$ cat config.mk
export PLATFORM = sky130hd
export DESIGN_NAME = transmissor_16
export DESIGN_NICKNAME = d
export VERILOG_FILES = /design/src/rtl/transmissor_16.sv
export SDC_FILE = /design/constraint.sdc
export NUM_CORES = 1
export LEC_CHECK = 0
export BUFFER_PORTS_ARGS = -buffer_cell sky130_fd_sc_hd__buf_2
export CAP_MARGIN = 20
export CORE_MARGIN = 10
export CORE_UTILIZATION = 62
export DETAILED_ROUTE_END_ITERATION = 10
export PLACE_DENSITY = 0.84
export SYNTH_ARGS = -nofsm -noshare
export SYNTH_HDL_FRONTEND = slang
export SYNTH_SLANG_ARGS = --single-unit
$ cat constraint.sdc
create_clock -name clock -period 3.5 [get_ports clock]
set_input_delay 0.7 -clock clock [delete_from_list [all_inputs] [get_ports clock]]
set_output_delay 0.7 -clock clock [all_outputs]
set_load 0.02 [all_outputs]
$ cat src/rtl/transmissor_16.sv
// Serial transmitter for a 16-bit word sent as two parity-protected UART frames,
// low byte first, with back-to-back frames and fully registered outputs.
module transmissor_16 #(
   parameter int M              = 5208,
   parameter bit PARIDADE_IMPAR = 1'b0
) (
   input  logic        clock,
   input  logic        reset,
   input  logic        partida,
   input  logic [15:0] dados,
   output logic        saida_serial,
   output logic        ocupado,
   output logic        pronto,
   output logic [2:0]  db_estado
);

   typedef enum logic [2:0] {
      IDLE  = 3'd0,
      TX_B0 = 3'd1,
      TX_B1 = 3'd2,
      DONE  = 3'd3
   } state_t;

   localparam int             TW       = $clog2(M);
   localparam logic [TW-1:0]  TICK_MAX = TW'(M - 1);

   state_t        state_q, state_d;
   logic [TW-1:0] tick_q, tick_d;
   logic [4:0]    bit_q, bit_d;
   logic [20:0]   shift_q, shift_d;
   logic          saida_q, saida_d;
   logic          pronto_q, pronto_d;
   logic          ocupado_q, ocupado_d;
   logic [2:0]    db_q, db_d;
   logic          wrap;

   // Frame without its start bit, LSB first: data, parity, stop.
   function automatic logic [9:0] frame_body(input logic [7:0] b);
      frame_body = {1'b1, (^b) ^ PARIDADE_IMPAR, b};
   endfunction

   assign wrap = (tick_q == TICK_MAX);

   // The shift register holds the bits still to be sent after the current one.
   always_comb begin
      state_d   = state_q;
      tick_d    = tick_q;
      bit_d     = bit_q;
      shift_d   = shift_q;
      saida_d   = saida_q;
      pronto_d  = 1'b0;
      case (state_q)
         IDLE: begin
            saida_d = 1'b1;
            if (partida) begin
               state_d = TX_B0;
               shift_d = {frame_body(dados[15:8]), 1'b0, frame_body(dados[7:0])};
               saida_d = 1'b0;
               tick_d  = '0;
               bit_d   = 5'd0;
            end
         end
         TX_B0, TX_B1: begin
            if (wrap) begin
               tick_d = '0;
               if (bit_q == 5'd21) begin
                  state_d  = DONE;
                  saida_d  = 1'b1;
                  pronto_d = 1'b1;
                  bit_d    = 5'd0;
                  shift_d  = '0;
               end else begin
                  bit_d   = bit_q + 5'd1;
                  saida_d = shift_q[0];
                  shift_d = {1'b1, shift_q[20:1]};
                  if (bit_q == 5'd10) begin
                     state_d = TX_B1;
                  end
               end
            end else begin
               tick_d = tick_q + 1'b1;
            end
         end
         DONE: begin
            state_d = IDLE;
            saida_d = 1'b1;
            tick_d  = '0;
            bit_d   = 5'd0;
         end
         default: begin
            state_d = IDLE;
            saida_d = 1'b1;
            tick_d  = '0;
            bit_d   = 5'd0;
            shift_d = '0;
         end
      endcase
      ocupado_d = (state_d != IDLE);
      db_d      = state_d;
   end

   always_ff @(posedge clock or posedge reset) begin
      if (reset) begin
         state_q   <= IDLE;
         tick_q    <= '0;
         bit_q     <= 5'd0;
         shift_q   <= '0;
         saida_q   <= 1'b1;
         pronto_q  <= 1'b0;
         ocupado_q <= 1'b0;
         db_q      <= 3'd0;
      end else begin
         state_q   <= state_d;
         tick_q    <= tick_d;
         bit_q     <= bit_d;
         shift_q   <= shift_d;
         saida_q   <= saida_d;
         pronto_q  <= pronto_d;
         ocupado_q <= ocupado_d;
         db_q      <= db_d;
      end
   end

   assign saida_serial = saida_q;
   assign pronto       = pronto_q;
   assign ocupado      = ocupado_q;
   assign db_estado    = db_q;

endmodule

==> qor.txt, run 1 <==
Clk_skew -> 0.00687 ns
First-pass GRT wire length -> 7960 um
Die Wd -> 80.8 um
Mux cell area share after synthesis -> 0.437%
Routed Antenna Nets -> 0
Post-synth EDFFs -> 0
Setup-failing EPs final -> 0
Hold Crit Start -> shift_q[1]
Slew Limit Headroom -> 31.4%
Area fraction of the dominant cell type after synthesis -> 48.1%
Post-CTS Setup Inserts -> 0
Reg2reg setup slack -> 1.04 ns
Num Clock Sinks -> 45
Psw -> 298 uW
RSZ-0062 raised after global routing -> false
RR Endpoint -> shift_q[2]
Avg WL per Cell -> 15.0 um
F_max -> 0.406 GHz
P_leak -> 1.12 nW
Worst EP arrival -> 2.61 ns
XOR/XNOR Fraction of Synth Area -> 8.79%
Clock Tree Buf Depth -> 2
Post-synth top cells -> 44 x dfrtp_1, 28 x nand2_1, 28 x o21ai_0
RR Startpoint -> tick_q[5]
Biggest area consumer among synthesized cells -> dfrtp_1
Ys flop type -> dfrtp_1
Syn_nets -> 263
Final hold viol count -> 0
Placer Congestion -> 0.823
H-tree lvl count -> 2
Layout area overhead -> 12.6%
Post-synthesis sequential area ratio -> 49.2%
Synth Area in Compound Gates -> 17.1%
Root buffer cell -> clkbuf_8
Synth Cell Area -> 2290 um^2
Final WL -> 4670 um
Row cnt -> 22
First-pass iteration count of the detailed router -> 4
Number of I/O port buffers -> 24
Post-DP HPWL -> 3300 um
CP Capture Type -> flop
Share of cells above drive strength 1 -> 16.3%
Avg Synthesized Cell Area -> 9.55 um^2
DRT iter0 DRCs -> 148
Largest net degree at the start of global routing -> 46
Yosys warns -> 0
Max FO, Critical Path -> 14
Die Y -> 80.8 um
Async SR Flop Fraction -> 100%
WP data required -> 3.65 ns
Core Area -> 3610 um^2
WHS Path Cells -> 2
Cts repair resizes -> 0
FF+latch count, synth -> 45
Area contributors post-synth -> dfrtp_1 48%, o21ai_0 6.1%, xnor2_1 6.1%, a22oi_1 5.2%, nand2_1 4.6%
Nets -> 285
Largest family of logic cells by synthesized area -> simple AND/OR/NAND/NOR gates
# DRC -> 0
Slew Limit Fails -> 0
Sw frac -> 25.0%
Min Tclk post-route -> 2.46 ns
P_int -> 891 uW
Comb power frac -> 13.1%
Synth Area in Adders -> 2.18%
GRT Overall Usage -> 15.2%
Simple-gate share of the synthesized area -> 19.0%
Share of power burned in registers -> 48.0%
Via count -> 1829
Max-cap violations -> 0
Cell count after synthesis -> 240
Grt ovf -> 0
Worst r2r path cells -> 6
Clk pin slew, worst setup/hold paths -> 0.09 ns
HP Class -> flop to flop
Setup crit start -> tick_q[5]
Starting density of the core -> 63.5%
Status -> complete, no violations
Setup TNS -> 0 ns
Slew @ Worst Pin -> 1.03 ns
Number of CTS-inserted buffers -> 5
Initial antenna violation count -> 0
ANT cells -> 0
Tcrit/Tclk final -> 70.4%
Max rail drop VDD -> 0.322 mV
CTS tree -> built
Yosys cell types -> 41
Hold Buf Count CTS -> 0
Vias per std cell -> 5.88
Critical Path Sink -> shift_q[2]
Filler cells -> 285
# IOs -> 25
Clock power frac -> 38.9%
Count leader, synth -> dfrtp_1
Vias in the first global route -> 1815
CP Class -> flop to flop
Clock latency on the worst-skew pair -> 0.30 ns
Crit path launch type -> flop
Power density over the cells -> 461 nW/um^2
Tot Pwr -> 1.19 mW
Die Footprint -> 6530 um^2
state kept, by name, indices dropped and copies added, names as in the netlist:
name          cells
shift_q          21
tick_q           13
db_estado         3
pronto            1
bit_q             5
saida_serial      1
ocupado           1
worst max-delay path, stage by stage (launching register included):
cell and delay, ns:
dfrtp_1 0.44, or4b_1 0.57, nor3_4 0.43, o22ai_1 0.41
buf_4 0.31, nand2_1 0.07, o21ai_0 0.07
logic make-up after synthesis:
logic type / Yosys count
DFF: 45
other: 1
and+or+nand+nor: 88
AOI/OAI and AO/OA: 61
adders and majority gates: 4
xor gates and xnor gates: 23
muxes: 1
buffers and inverters: 17
cell type report:
class	instances	area [um^2]	area share, %
inverters	5	18.8	0.727
well taps	48	60.1	2.33
clock buffers	5	68.8	2.67
multi-input cells	178	1100	42.5
repair buffers	27	143	5.53
clock inverters	3	65.1	2.52
flip-flops and latches	45	1130	43.7
worst min-delay path by stage:
| stage | to |
|---|---|
| global route | shift_q[12] |
| CTS | shift_q[11] |
| floorplan | shift_q[0] |
| detailed placement | shift_q[11] |
| finish | shift_q[1] |
| global placement | shift_q[10] |
power groups by stage:
stage	sequential [mW]	clock, mW	combinational (mW)
2_1_floorplan	0.576	0	0.111
3_3_place_gp	0.579	0	0.154
3_5_place_dp	0.580	0	0.157
4_1_cts	0.570	0.466	0.157
5_1_grt	0.574	0.485	0.176
6_report	0.571	0.463	0.156
per-layer routing:
metal  up-vias  track usage, %  wire length, um
li1        889               -                -
met2        48            24.8             2280
met3        10            3.97              281
met4         0            5.54               94
met1       882            18.9             2020
met5         -               0                0
layout by cell type (no fill, tap or decap), types with 2 or more instances in the layout:
cell type  netlist  layout
dfrtp_1         44      44
a21oi_1          4       4
xnor2_1         16      16
nand3_1          8       8
inv_1            5       4
a22oi_1         16      16
xor2_1           7       7
nor3_1           4       3
or4b_1           2       2
buf_2            6      24
nor2_2           2       2
nand4_1          4       4
a221o_1          3       3
ha_1             4       4
buf_4            0       3
nand2_1         28      28
clkbuf_8         0       5
o21ai_0         28      28
and3_1           4       4
a31oi_1          2       2
bufinv_16        0       2
or3_1            3       3
nor2_1          23      23
or4_1            2       2
per-stage QoR:
stage | cells | hold WS, ns | instance area (um^2) | setup WS [ns] | utilization (%)
4_1_cts | 311 | 0.493 | 2580 | 1.01 | 71.5
6_report | 311 | 0.492 | 2580 | 1.04 | 71.5
3_3_place_gp | 303 | 0.462 | 2450 | 1.05 | 67.8
3_5_place_dp | 303 | 0.473 | 2450 | 1.03 | 67.8
2_1_floorplan | 240 | 0.445 | 2290 | 1.46 | -
5_1_grt | 311 | 0.513 | 2580 | 0.824 | 71.5
(Power assumes the default switching activity.)
==> run 2, diff against run 1 <==
--- a/config.mk
+++ b/config.mk
@@ -8,9 +8,9 @@
 export BUFFER_PORTS_ARGS = -buffer_cell sky130_fd_sc_hd__buf_2
 export CAP_MARGIN = 20
 export CORE_MARGIN = 10
-export CORE_UTILIZATION = 62
+export CORE_UTILIZATION = 52
 export DETAILED_ROUTE_END_ITERATION = 10
-export PLACE_DENSITY = 0.84
+export PLACE_DENSITY = 0.75
 export SYNTH_ARGS = -nofsm -noshare
 export SYNTH_HDL_FRONTEND = slang
 export SYNTH_SLANG_ARGS = --single-unit
==> constraint.sdc (replaced) <==
create_clock -name clock -period 2.2 [get_ports clock]
set_input_delay 0.44 -clock clock [delete_from_list [all_inputs] [get_ports clock]]
set_output_delay 0.44 -clock clock [all_outputs]
set_load 0.02 [all_outputs]
==> run 2 against run 1 <==
Net effect: first-iteration DRC count is 26% higher; worst setup slack worse by 0.93 ns; core utilization is 11 points lower; critical endpoint is now bit_q[3]; hold slack worse by 0.24 ns; die area is 14% higher; sequential share of layout area is 0.73 points lower; fmax is 17% higher; routed wire length is 4.6% higher; cell area is 1.7% higher.
==> qor.txt, run 2 (synthesis gave the netlist of run 1 again) <==
Initial antenna violation count -> 0
Die Y -> 86.4 um
Post-DP HPWL -> 3480 um
# DRC -> 0
Post-CTS Setup Inserts -> 0
Reg2reg setup slack -> 0.10 ns
CP Capture Type -> flop
Most common cell after layout, fill and taps aside -> dfrtp_1
Core Area -> 4320 um^2
H-tree lvl count -> 2
Layout area overhead -> 14.5%
Largest net degree at the start of global routing -> 46
HP Class -> input pin to async pin
Num Clock Sinks -> 45
ANT cells -> 0
Clk_skew -> 0.0113 ns
Avg WL per Cell -> 15.1 um
Layout Cells excl Fill -> 323
Most flop-heavy register -> shift_q
Placer Congestion -> 0.866
Die Footprint -> 7460 um^2
Die Wd -> 86.4 um
CTS tree -> built
Power density over the cells -> 651 nW/um^2
Max rail drop VDD -> 0.358 mV
Crit path launch type -> flop
Clk pin slew, worst setup/hold paths -> 0.09 ns
Slew Limit Fails -> 0
Number of I/O port buffers -> 24
Hold Buf Count CTS -> 0
Tcrit/Tclk final -> 95.3%
Final hold viol count -> 0
Setup-failing EPs final -> 0
Starting density of the core -> 53.0%
Commonest non-fill, non-tap cells in the layout -> 44 x dfrtp_1, 28 x nand2_1, 28 x o21ai_0
First-pass GRT wire length -> 8360 um
Max reg flops -> 21
Root buffer cell -> clkbuf_8
WHS -> 0.252 ns
Max FO, Critical Path -> 9
Number of CTS-inserted buffers -> 5
Clock latency on the worst-skew pair -> 0.30 ns
Setup TNS -> 0 ns
Via count -> 1839
Slew Limit Headroom -> 63.1%
Vias per std cell -> 5.69
Routed Antenna Nets -> 0
Final WL -> 4880 um
Slew @ Worst Pin -> 0.554 ns
Dpl cell area -> 2520 um^2
P_leak -> 1.15 nW
Pre-CTS WS -> 0.111 ns
Min Tclk post-route -> 2.10 ns
Tot Pwr -> 1.71 mW
Clock Tree Buf Depth -> 2
Grt ovf -> 0
RSZ-0062 raised after global routing -> false
DRT iter0 DRCs -> 187
Fin worst setup slack -> 0.103 ns
Final Cell Area -> 2620 um^2
F_max -> 0.477 GHz
First-pass iteration count of the detailed router -> 4
WP data required -> 2.43 ns
Nets -> 293
Worst EP arrival -> 2.33 ns
Share of cells above drive strength 1 -> 18.8%
# IOs -> 25
GRT Overall Usage -> 13.6%
CP Class -> flop to flop
Max-cap violations -> 0
Status -> complete, no violations
Largest regs -> shift_q (21), tick_q (13), bit_q (5)
Filler cells -> 377
Finished Core Util -> 60.7%
Cell Count Post-Placement -> 315
Vias in the first global route -> 1819
Row cnt -> 24
[run 2: area by class of cell]
class / instances / area, um^2 / area share [%]
inverters: 5 / 18.8 / 0.715
clock buffers: 6 / 82.6 / 3.15
well taps: 52 / 65.1 / 2.48
repair buffers: 35 / 219 / 8.35
multi-input cells: 178 / 1100 / 41.8
flip-flops and latches: 45 / 1130 / 43.0
clock inverters: 2 / 13.8 / 0.525
[run 2: final timing paths]
path | start | end | depth (start not counted)
max | tick_q[9] | bit_q[3] | 6
min | reset | tick_q[11] | 3
max reg2reg | tick_q[9] | bit_q[3] | 6
min reg2reg | shift_q[17] | shift_q[17] | 2
max in group asynchronous | reset | tick_q[0] | 3
min in group clock | dados[0] | shift_q[0] | 3
[run 2: critical path, stage by stage, from the launching register on]
cell	delay [ns]
dfrtp_1	0.43
or4b_1	0.57
nor3_4	0.21
buf_6	0.16
o21ai_4	0.08
or4_1	0.48
nand3_1	0.09
[run 2: what timing repair did]
action / 4_1_cts / 5_1_grt
resized for setup: 0 / 1
endpoints found under the setup margin: 0 / 1
endpoints found under the hold margin: 0 / 0
[run 2: layer usage]
layer	vias to the layer above	part of all wire, %	track usage [%]
met3	11	4.5	3.56
li1	905	-	-
met2	40	49	21.7
met1	883	45	17.2
met5	-	0	0
met4	0	1.8	5.30
[run 2: where the power goes]
group | internal (mW) | switching [mW] | total [mW]
sequential | 0.872 | 0.0343 | 0.906
combinational | 0.110 | 0.157 | 0.266
clock | 0.255 | 0.281 | 0.535
